`src/rtl/oam_dma_engine.sv`:
```
// rtl/oam_dma_engine.sv - sprite attribute memory DMA engine, 1 byte/cycle while granted.
// Optional OAM_DMA_ECHO_REMAP_EN: pages E0..FF fetch from page-0x20.
module oam_dma_engine #(
    parameter logic [15:0] OAM_BASE     = 16'hFE00,
    parameter int          OAM_BYTES    = 160,
    parameter logic [15:0] DMA_REG_ADDR = 16'hFF46,
    parameter int          ADDR_W       = 16,
    parameter int          DATA_W       = 8
) (
    input  logic              i_clk,
    input  logic              i_reset,
    input  logic              i_reg_wr,
    input  logic [ADDR_W-1:0] i_reg_addr,
    input  logic [DATA_W-1:0] i_reg_wdata,
    output logic [DATA_W-1:0] o_reg_rdata,
    output logic              o_bus_req,
    input  logic              i_bus_gnt,
    output logic              o_rd_en,
    output logic [ADDR_W-1:0] o_rd_addr,
    input  logic [DATA_W-1:0] i_rd_data,
    output logic              o_wr_en,
    output logic [ADDR_W-1:0] o_wr_addr,
    output logic [DATA_W-1:0] o_wr_data,
    output logic              o_busy,
    output logic              o_done
);

    localparam int IDX_W = $clog2(OAM_BYTES + 1);

    typedef enum logic [2:0] {S_IDLE, S_REQ, S_XFER, S_DRAIN, S_DONE} state_t;

    state_t            r_state;
    logic [DATA_W-1:0] r_page;
    logic [DATA_W-1:0] r_reg_rdata;
    logic [IDX_W-1:0]  r_rd_idx;
    logic [IDX_W-1:0]  r_wr_idx;
    logic              r_pend;
    logic              r_hold_vld;
    logic [DATA_W-1:0] r_hold;
    logic              r_bus_req;
    logic              r_busy;
    logic              r_done;

    logic              w_start;
    logic              w_active;
    logic              w_rd;
    logic              w_wr;
    logic              w_last_rd;
    logic              w_last_wr;
    logic [DATA_W-1:0] w_src_page;

    assign w_start   = i_reg_wr && (i_reg_addr == DMA_REG_ADDR);
    assign w_active  = (r_state == S_XFER) || (r_state == S_DRAIN);
    assign w_rd      = (r_state == S_XFER) && i_bus_gnt;
    // r_pend and r_hold_vld are never both set: a held byte implies no read last cycle.
    assign w_wr      = w_active && i_bus_gnt && (r_pend || r_hold_vld);
    assign w_last_rd = w_rd && (r_rd_idx == IDX_W'(OAM_BYTES - 1));
    assign w_last_wr = w_wr && (r_wr_idx == IDX_W'(OAM_BYTES - 1));

`ifdef OAM_DMA_ECHO_REMAP_EN
    assign w_src_page = (r_page >= 8'hE0) ? (r_page - 8'h20) : r_page;
`else
    assign w_src_page = r_page;
`endif

    assign o_rd_en     = w_rd;
    assign o_rd_addr   = w_rd ? {w_src_page, 8'(r_rd_idx)} : '0;
    assign o_wr_en     = w_wr;
    assign o_wr_addr   = w_wr ? (OAM_BASE + ADDR_W'(r_wr_idx)) : '0;
    assign o_wr_data   = w_wr ? (r_hold_vld ? r_hold : i_rd_data) : '0;
    assign o_reg_rdata = r_reg_rdata;
    assign o_bus_req   = r_bus_req;
    assign o_busy      = r_busy;
    assign o_done      = r_done;

    always_ff @(posedge i_clk) begin
        if (i_reset) begin
            r_state     <= S_IDLE;
            r_page      <= '0;
            r_reg_rdata <= '0;
            r_rd_idx    <= '0;
            r_wr_idx    <= '0;
            r_pend      <= 1'b0;
            r_hold_vld  <= 1'b0;
            r_hold      <= '0;
            r_bus_req   <= 1'b0;
            r_busy      <= 1'b0;
            r_done      <= 1'b0;
        end else begin
            r_done <= 1'b0;
            if (w_rd) r_rd_idx <= r_rd_idx + IDX_W'(1);
            if (w_wr) r_wr_idx <= r_wr_idx + IDX_W'(1);
            if (w_active) begin
                if (i_bus_gnt) begin
                    r_pend <= w_rd;
                    if (w_wr) r_hold_vld <= 1'b0;
                end else if (r_pend) begin
                    r_hold     <= i_rd_data;
                    r_hold_vld <= 1'b1;
                    r_pend     <= 1'b0;
                end
            end
            case (r_state)
                S_IDLE:  ;
                S_REQ:   if (i_bus_gnt) r_state <= S_XFER;
                S_XFER:  if (w_last_rd) r_state <= S_DRAIN;
                S_DRAIN: if (w_last_wr) begin
                    r_state   <= S_DONE;
                    r_bus_req <= 1'b0;
                    r_busy    <= 1'b0;
                    r_done    <= 1'b1;
                end
                S_DONE:  r_state <= S_IDLE;
                default: r_state <= S_IDLE;
            endcase
            // A start overrides everything above, including a completing transfer.
            if (w_start) begin
                r_page      <= i_reg_wdata;
                r_reg_rdata <= i_reg_wdata;
                r_rd_idx    <= '0;
                r_wr_idx    <= '0;
                r_pend      <= 1'b0;
                r_hold_vld  <= 1'b0;
                r_bus_req   <= 1'b1;
                r_busy      <= 1'b1;
                r_done      <= 1'b0;
                r_state     <= (w_active || (r_state == S_REQ && i_bus_gnt)) ? S_XFER : S_REQ;
            end
        end
    end

endmodule

```
`config.mk`:
```
export PLATFORM = sky130hd
export DESIGN_NAME = oam_dma_engine
export DESIGN_NICKNAME = d
export VERILOG_FILES = /design/src/rtl/oam_dma_engine.sv
export SDC_FILE = /design/constraint.sdc
export NUM_CORES = 1
export LEC_CHECK = 0
export BUFFER_PORTS_ARGS = -buffer_cell sky130_fd_sc_hd__buf_2
export CAP_MARGIN = 20
export CORE_ASPECT_RATIO = 1.5
export CORE_UTILIZATION = 48
export DETAILED_ROUTE_END_ITERATION = 10
export PLACE_DENSITY = 0.83
export SLEW_MARGIN = 20
export SYNTH_ARGS = -nofsm -noshare
export SYNTH_HDL_FRONTEND = slang
export SYNTH_SLANG_ARGS = --single-unit
export TNS_END_PERCENT = 20
```
`constraint.sdc`:
```
create_clock -name i_clk -period 1.55 [get_ports i_clk]
set_clock_uncertainty 0.05 [all_clocks]
set_input_delay 0.31 -clock i_clk [delete_from_list [all_inputs] [get_ports i_clk]]
set_output_delay 0.31 -clock i_clk [all_outputs]
set_load 0.005 [all_outputs]
```
==> results.md, run 1 <==
- RSZ-0062 raised after global routing: yes
- CP max stage cell: dfxtp_4
- Synthesized net count: 279
- Synth area leader: dfxtp_1
- Leak: 1.33 nW
- CTS tree: done
- Synth top area share: 0.367
- Worst Slack Setup Final: -183 ps
- Final core occ: 0.684
- Port Buf Inserts: 87
- Clk sink count: 39
- Maximum vdd drop: 0.587 mV
- Routed met1 length: 2010 um
- Violated checks: setup timing
- Largest net degree at the start of global routing: 21
- Ratio of cells with drive above 1 in the final layout: 0.446
- Netlist cell types: 42
- Crit path cell chain: nand4bb_4, clkinv_4, clkbuf_16, and2_1, buf_2
- All-layer global routing usage: 0.212
- Seq/Total Area, Yosys: 0.367
- Crit Reg-Reg Startpoint: r_state[0]$_SDFFE_PP0P_
- Cts-stage hold buffer count: 0
- Max cap viols: 0
- Worst setup EP type: primary output
- Most frequent cells in the layout: buf_2, dfxtp_1, nor2_1, and2_1, buf_4
- Standard-cell rows: 29
- F_max: 577 MHz
- Antenna Violating Nets Remaining: 0
- Synth Flop Type: dfxtp_1
- WS Path Type: flop to primary output
- Slew Viols, Final: 0
- Met2 wire len: 2740 um
- Tcrit/Tclk final: 1.12
- Die Height: 83.5 um
- Final GP Congestion: 0.789
- Synth Cell Area: 0.00212 mm^2
- Final min period: 1730 ps
- Setup violators final: 41
- Initial core utilization: 0.500
- P&R area growth vs syn: 36.7%
- Initial DRC Count: 32
- Hold_sp: i_rd_data[6]
- #FFs+latches synth: 39
- DR WL met3: 216 um
- Die area: 0.00470 mm^2
- Post-route DRC violation count: 0
- Crit path depth: 5
- Fillers: 344
- Ys async rst share: 0
- Placed wire-length estimate: 3660 um
- Drt pass-1 iters: 4
- Core area: 0.00425 mm^2
- Diodes inserted: 0
- Syn Inst Count: 241
- Final hold viol count: 0
- Vias in the first global route: 1,909
- Main area contributors after synthesis: dfxtp_1, and2_1, mux2i_1, nor2_1, buf_4
- Mean Syn Cell Area: 8.82 um^2
- Worst Path Required: 1190 ps
- Synth warn: 0
- Max stage delay on crit path: 360 ps
- Placed insts: 370
- Inserted Clock Buffers: 5
- Clk slew on worst S/H paths: 70 ps
- Hold Slack: 223 ps
- Status: finished, violations left
- Clock Tree Buf Depth: 2
- Die X: 56.3 um
- Via-to-Cell Ratio: 5.36
- NumNets Final: 380
- Worst reg-to-reg setup slack: 0 ps
- Post-Synth Simple-Gate Area: 0.320
- Top sig layer: met4
- CTS H-tree lvls: 2
- Crit path buffers/inverters: 3
- CP arrival: 1370 ps
- Detailed-route via count: 2,085
- Later-pin clock latency in the skew report: 290 ps
- Hold path endpoint: r_hold[6]$_SDFFE_PP0P_
- Non-filler cells, final: 389
- Commonest non-fill, non-tap cell in the layout: buf_2
- CP Max Fanout: 8
- Main combinational cell family by area after synthesis: simple AND/OR/NAND/NOR gates
- Wirelength per Cell: 13.1 um
- Worst min path class: input pin to flop
- Compound-Gate Fraction of Synth Area: 0.0848
- Mux contribution to synthesized area: 0.0754
- Post-synth EDFFs: 0
- Global-route wire length before repair: 8070 um
- Worst-case reg-to-reg path depth: 8
- Post-synthesis xor/xnor area fraction: 0.0577
- Reg2reg end: r_rd_idx[4]$_SDFFE_PP0N_
- CP top delay family: buffers and inverters
- Hold-critical path depth: 3
- Global route overflow: 0
- P per Cell Area: 637 mW/mm^2
- CTS root buf: clkbuf_8
- CP Launch Type: flop
- Ports: 89
- CP startpoint: r_state[0]$_SDFFE_PP0P_
- Initial antenna violation count: 0
- Routed wire length: 5090 um
- Setup TNS: -5220 ps
- Adder-cell share of the synthesized area: 0.0118
-- area by class of cell --
| type | instances | area [um^2] | area share |
|---|---|---|---|
| tap | 46 | 57.6 | 0.0198 |
| inverter | 4 | 22.5 | 0.00775 |
| timing repair buffer | 116 | 737 | 0.254 |
| multi-input combinational | 176 | 1200 | 0.413 |
| clock buffer | 8 | 100 | 0.0345 |
| sequential | 39 | 788 | 0.271 |
-- routing by layer --
layer  global-route usage  vias to the layer above
li1                     -                     1018
met5                    0                        -
met3               0.0357                       11
met1                0.222                      983
met4               0.0998                        0
met2                0.399                       73
-- cell usage after synthesis, drive strengths merged (2+ instances only) --
| cell | n |
|---|---|
| dfxtp | 39 |
| nor2 | 35 |
| and2 | 26 |
| buf | 19 |
| mux2i | 16 |
| a21oi | 15 |
| nand3 | 12 |
| nand2 | 11 |
| o21ai | 9 |
| xnor2 | 9 |
| nand4 | 7 |
| nor3 | 6 |
| nor4 | 5 |
| xor2 | 5 |
| inv | 4 |
| clkbuf | 3 |
| and3b | 2 |
| ha | 2 |
| nor4b | 2 |
-- how the worst max path moves through the flow --
stage | slack [ps] | to
global route | -230 | o_rd_addr[0]
detailed placement | -2 | o_wr_data[7]
CTS | -160 | o_wr_addr[1]
finish | -180 | o_rd_addr[0]
global placement | 20 | o_wr_data[5]
floorplan | 120 | o_wr_addr[0]
-- kinds of logic after synthesis --
| group | Yosys count |
|---|---|
| adders and majority gates | 2 |
| DFF | 39 |
| buffers and inverters | 26 |
| muxes | 16 |
| AOI/OAI and AO/OA | 29 |
| other | 1 |
| xor gates and xnor gates | 14 |
| and+or+nand+nor | 114 |
-- stage by stage --
step / setup slack, ps / area (um^2) / total power, mW
after floorplan: 115 / 2120 / 1.06
after global routing: -232 / 2910 / 1.91
after CTS: -162 / 2780 / 1.87
after global placement: 24.3 / 2620 / 1.12
final: -183 / 2910 / 1.85
after detailed placement: -1.70 / 2620 / 1.12
-- state kept, by name (all words and copies together), names as in the netlist --
| name | cells |
|---|---|
| r_pend | 1 |
| r_wr_idx | 8 |
| o_busy | 1 |
| r_rd_idx | 8 |
| o_reg_rdata | 8 |
| r_hold | 8 |
| r_state | 3 |
| o_done | 1 |
| r_hold_vld | 1 |
-- worst min-delay path: cells and delay by family --
kind / cells / cell delay (ps)
buffers and inverters: 1 / 90
multiplexers: 1 / 60
AND/OR/NAND/NOR: 1 / 70
-- report_power, final --
group	total [mW]	internal [mW]	leakage, nW	switching (mW)
Combinational	0.0995	0.0513	0.963	0.0482
Sequential	0.999	0.999	0.316	0.00000258
Clock	0.750	0.406	0.0515	0.344
Total	1.85	1.46	1.33	0.393
-- what timing repair did --
action,4_1_cts,5_1_grt
buffers inserted,5,4
setup endpoints to repair,41,49
cloned,0,2
pin swaps,11,1
gates resized for setup,10,12
Power figures use the tool's default switching activity.
==> run 2, diff against run 1 <==
--- a/config.mk
+++ b/config.mk
@@ -8,9 +8,9 @@
 export BUFFER_PORTS_ARGS = -buffer_cell sky130_fd_sc_hd__buf_2
 export CAP_MARGIN = 20
 export CORE_ASPECT_RATIO = 1.5
-export CORE_UTILIZATION = 48
+export CORE_UTILIZATION = 51
 export DETAILED_ROUTE_END_ITERATION = 10
-export PLACE_DENSITY = 0.83
+export PLACE_DENSITY = 0.87
 export SLEW_MARGIN = 20
 export SYNTH_ARGS = -nofsm -noshare
 export SYNTH_HDL_FRONTEND = slang
==> constraint.sdc (replaced) <==
create_clock -name i_clk -period 2.23 [get_ports i_clk]
set_clock_uncertainty 0.05 [all_clocks]
set_input_delay 0.3345 -clock i_clk [delete_from_list [all_inputs] [get_ports i_clk]]
set_output_delay 0.3345 -clock i_clk [all_outputs]
set_load 0.005 [all_outputs]
==> run 2 against run 1 <==
- the flow now finishes without violations
- via count is 7.8% lower
- sequential power is 30% lower
- die area is 5.7% lower
- register-to-register slack better by 710 ps
- critical path depth stayed put
- total power is 36% lower
- first-iteration DRC count is 31% higher
- cell area is 12% lower
- clock-buffer cell count is 2 lower
- clock power is 43% lower
- core utilization is 3.6 points lower
- wire length is 12% lower
- largest power group unchanged
==> results.md, run 2 (synthesized netlist as in run 1, its figures left out) <==
- RSZ-0062 raised after global routing: no
- Ports: 89 (unchanged)
- P per Cell Area: 462 mW/mm^2 (-27%)
- Worst min path class: input pin to flop
- Design Area, Final: 0.00256 mm^2 (-12%)
- Placed wire-length estimate: 3420 um (-6.5%)
- Cts-stage hold buffer count: 0 (unchanged)
- Inserted Clock Buffers: 5 (unchanged)
- CTS tree: done
- Tcrit/Tclk final: 0.920
- Die area: 0.00443 mm^2 (-5.7%)
- Largest net degree at the start of global routing: 24 (+14%)
- Global route overflow: 0 (unchanged)
- Routed wire length: 4480 um (-12%)
- Max cap viols: 0 (unchanged)
- Max stage delay on crit path: 460 ps (+100 ps)
- Drt pass-1 iters: 4 (unchanged)
- Post-CTS Resized: 0 (-10)
- Post-route DRC violation count: 0 (unchanged)
- Later-pin clock latency in the skew report: 290 ps (about the same)
- CP Max Fanout: 17 (+9)
- Most frequent cells in the layout: buf_2, dfxtp_1, nor2_1, and2_1, mux2i_1
- Status: completed
- Standard-cell rows: 28 (-3.4%)
- Die Height: 81.0 um (-2.9%)
- Global-route wire length before repair: 7200 um (-11%)
- CP arrival: 1670 ps (+300 ps)
- CP top delay family: simple AND/OR/NAND/NOR gates
- Antenna Violating Nets Remaining: 0 (unchanged)
- Worst Path Required: 1850 ps (+660 ps)
- Leak: 1.16 nW (-13%)
- Clk sink count: 39 (unchanged)
- Worst setup EP type: primary output
- Fillers: 359 (+4.4%)
- Detailed-route via count: 1,922 (-7.8%)
- F_max: 487 MHz
- Vias in the first global route: 1,701 (-11%)
- Initial core utilization: 0.537 (+0.0362)
- Crit path buffers/inverters: 2 (-1)
- Clock Tree Buf Depth: 2 (unchanged)
- Initial DRC Count: 42 (+31%)
- Final hold viol count: 0 (unchanged)
- Ratio of cells with drive above 1 in the final layout: 0.358 (-0.0885)
- Final min period: 2050 ps
- Buffer count from post-CTS setup fixing: 0 (-5)
- WS Path Type: flop to primary output
- Crit path cell chain: and3b_1, o21ai_4, inv_4, and2_1, buf_2
- CP Launch Type: flop
- Die X: 54.7 um (-2.9%)
- CTS H-tree lvls: 2 (unchanged)
- Wirelength per Cell: 12.4 um (-5.2%)
- NumNets Final: 355 (-6.6%)
- Setup TNS: 0 ps (+5220 ps)
- All-layer global routing usage: 0.218 (+0.00574)
- Port Buf Inserts: 87 (unchanged)
- Clk slew on worst S/H paths: 70 ps (about the same)
- Slew Viols, Final: 0 (unchanged)
- Diodes inserted: 0 (unchanged)
- Setup violators final: 0 (-100%)
- Maximum vdd drop: 0.355 mV (-39%)
- Placed cell area: 0.00249 mm^2 (-5.0%)
- CTS root buf: clkbuf_8
- Core area: 0.00396 mm^2 (-6.7%)
- Commonest non-fill, non-tap cell in the layout: buf_2
- Initial antenna violation count: 0 (unchanged)
- Via-to-Cell Ratio: 5.32 (-0.67%)
- Final GP Congestion: 0.821 (+4.1%)
- CP max stage cell: dfxtp_1
- P&R area growth vs syn: 20.7%
==> run 2: cell types whose count changed in the layout (fill, tap and decap cells not counted), sizes merged <==
cell	delta
buf	-23
clkinv	-1
inv	+1
clkbuf	-4
==> run 2: stage by stage <==
stage / std cells / worst slack (ps) / power [mW] / utilization / hold slack [ps]
4_1_cts: 361 / 163 / 1.20 / 0.648 / 241
6_report: 361 / 177 / 1.19 / 0.648 / 247
3_5_place_dp: 355 / 423 / 0.773 / 0.630 / 428
2_1_floorplan: 241 / 771 / 0.737 / - / 410
3_3_place_gp: 355 / 471 / 0.772 / 0.630 / 421
5_1_grt: 361 / 3.21 / 1.23 / 0.648 / 252
==> run 2: area by class of cell <==
cell class	count	area, um^2	area share
clock buffer	6	72.6	0.0283
inverter	4	17.5	0.00683
multi-input combinational	176	1170	0.457
sequential	39	781	0.304
tap	45	56.3	0.0220
timing repair buffer	91	465	0.181
==> run 2: path summary, 6_finish.rpt <==
path	startpoint	endpoint	slack, ps	depth (start not counted)
worst max-delay path	r_state[2]$_SDFFE_PP0P_	o_wr_addr[6]	180	5
worst min-delay path	i_rd_data[7]	r_hold[7]$_SDFFE_PP0P_	250	3
worst max register to register	r_state[2]$_SDFFE_PP0P_	r_hold[2]$_SDFFE_PP0P_	710	5
worst min register to register	o_busy$_SDFFE_PP0P_	o_busy$_SDFFE_PP0P_	430	2
==> run 2: layer usage <==
layer,vias up,wire (um),GRT usage
li1,962,-,-
met4,0,114,0.105
met5,-,0,0
met3,11,220,0.0431
met2,69,2380,0.377
met1,880,1760,0.243
==> run 2: tightest hold or removal path, delay by kind of cell <==
family | cells | cell delay (ps)
buffers and inverters | 1 | 90
multiplexers | 1 | 60
AND/OR/NAND/NOR | 1 | 70
==> run 2: where the power goes <==
| part | internal, mW | leakage [nW] | total [mW] | switching [mW] |
|---|---|---|---|---|
| logic | 0.0305 | 0.806 | 0.0608 | 0.0302 |
| registers | 0.696 | 0.314 | 0.696 | 0.00000183 |
| clock network | 0.208 | 0.0371 | 0.429 | 0.221 |
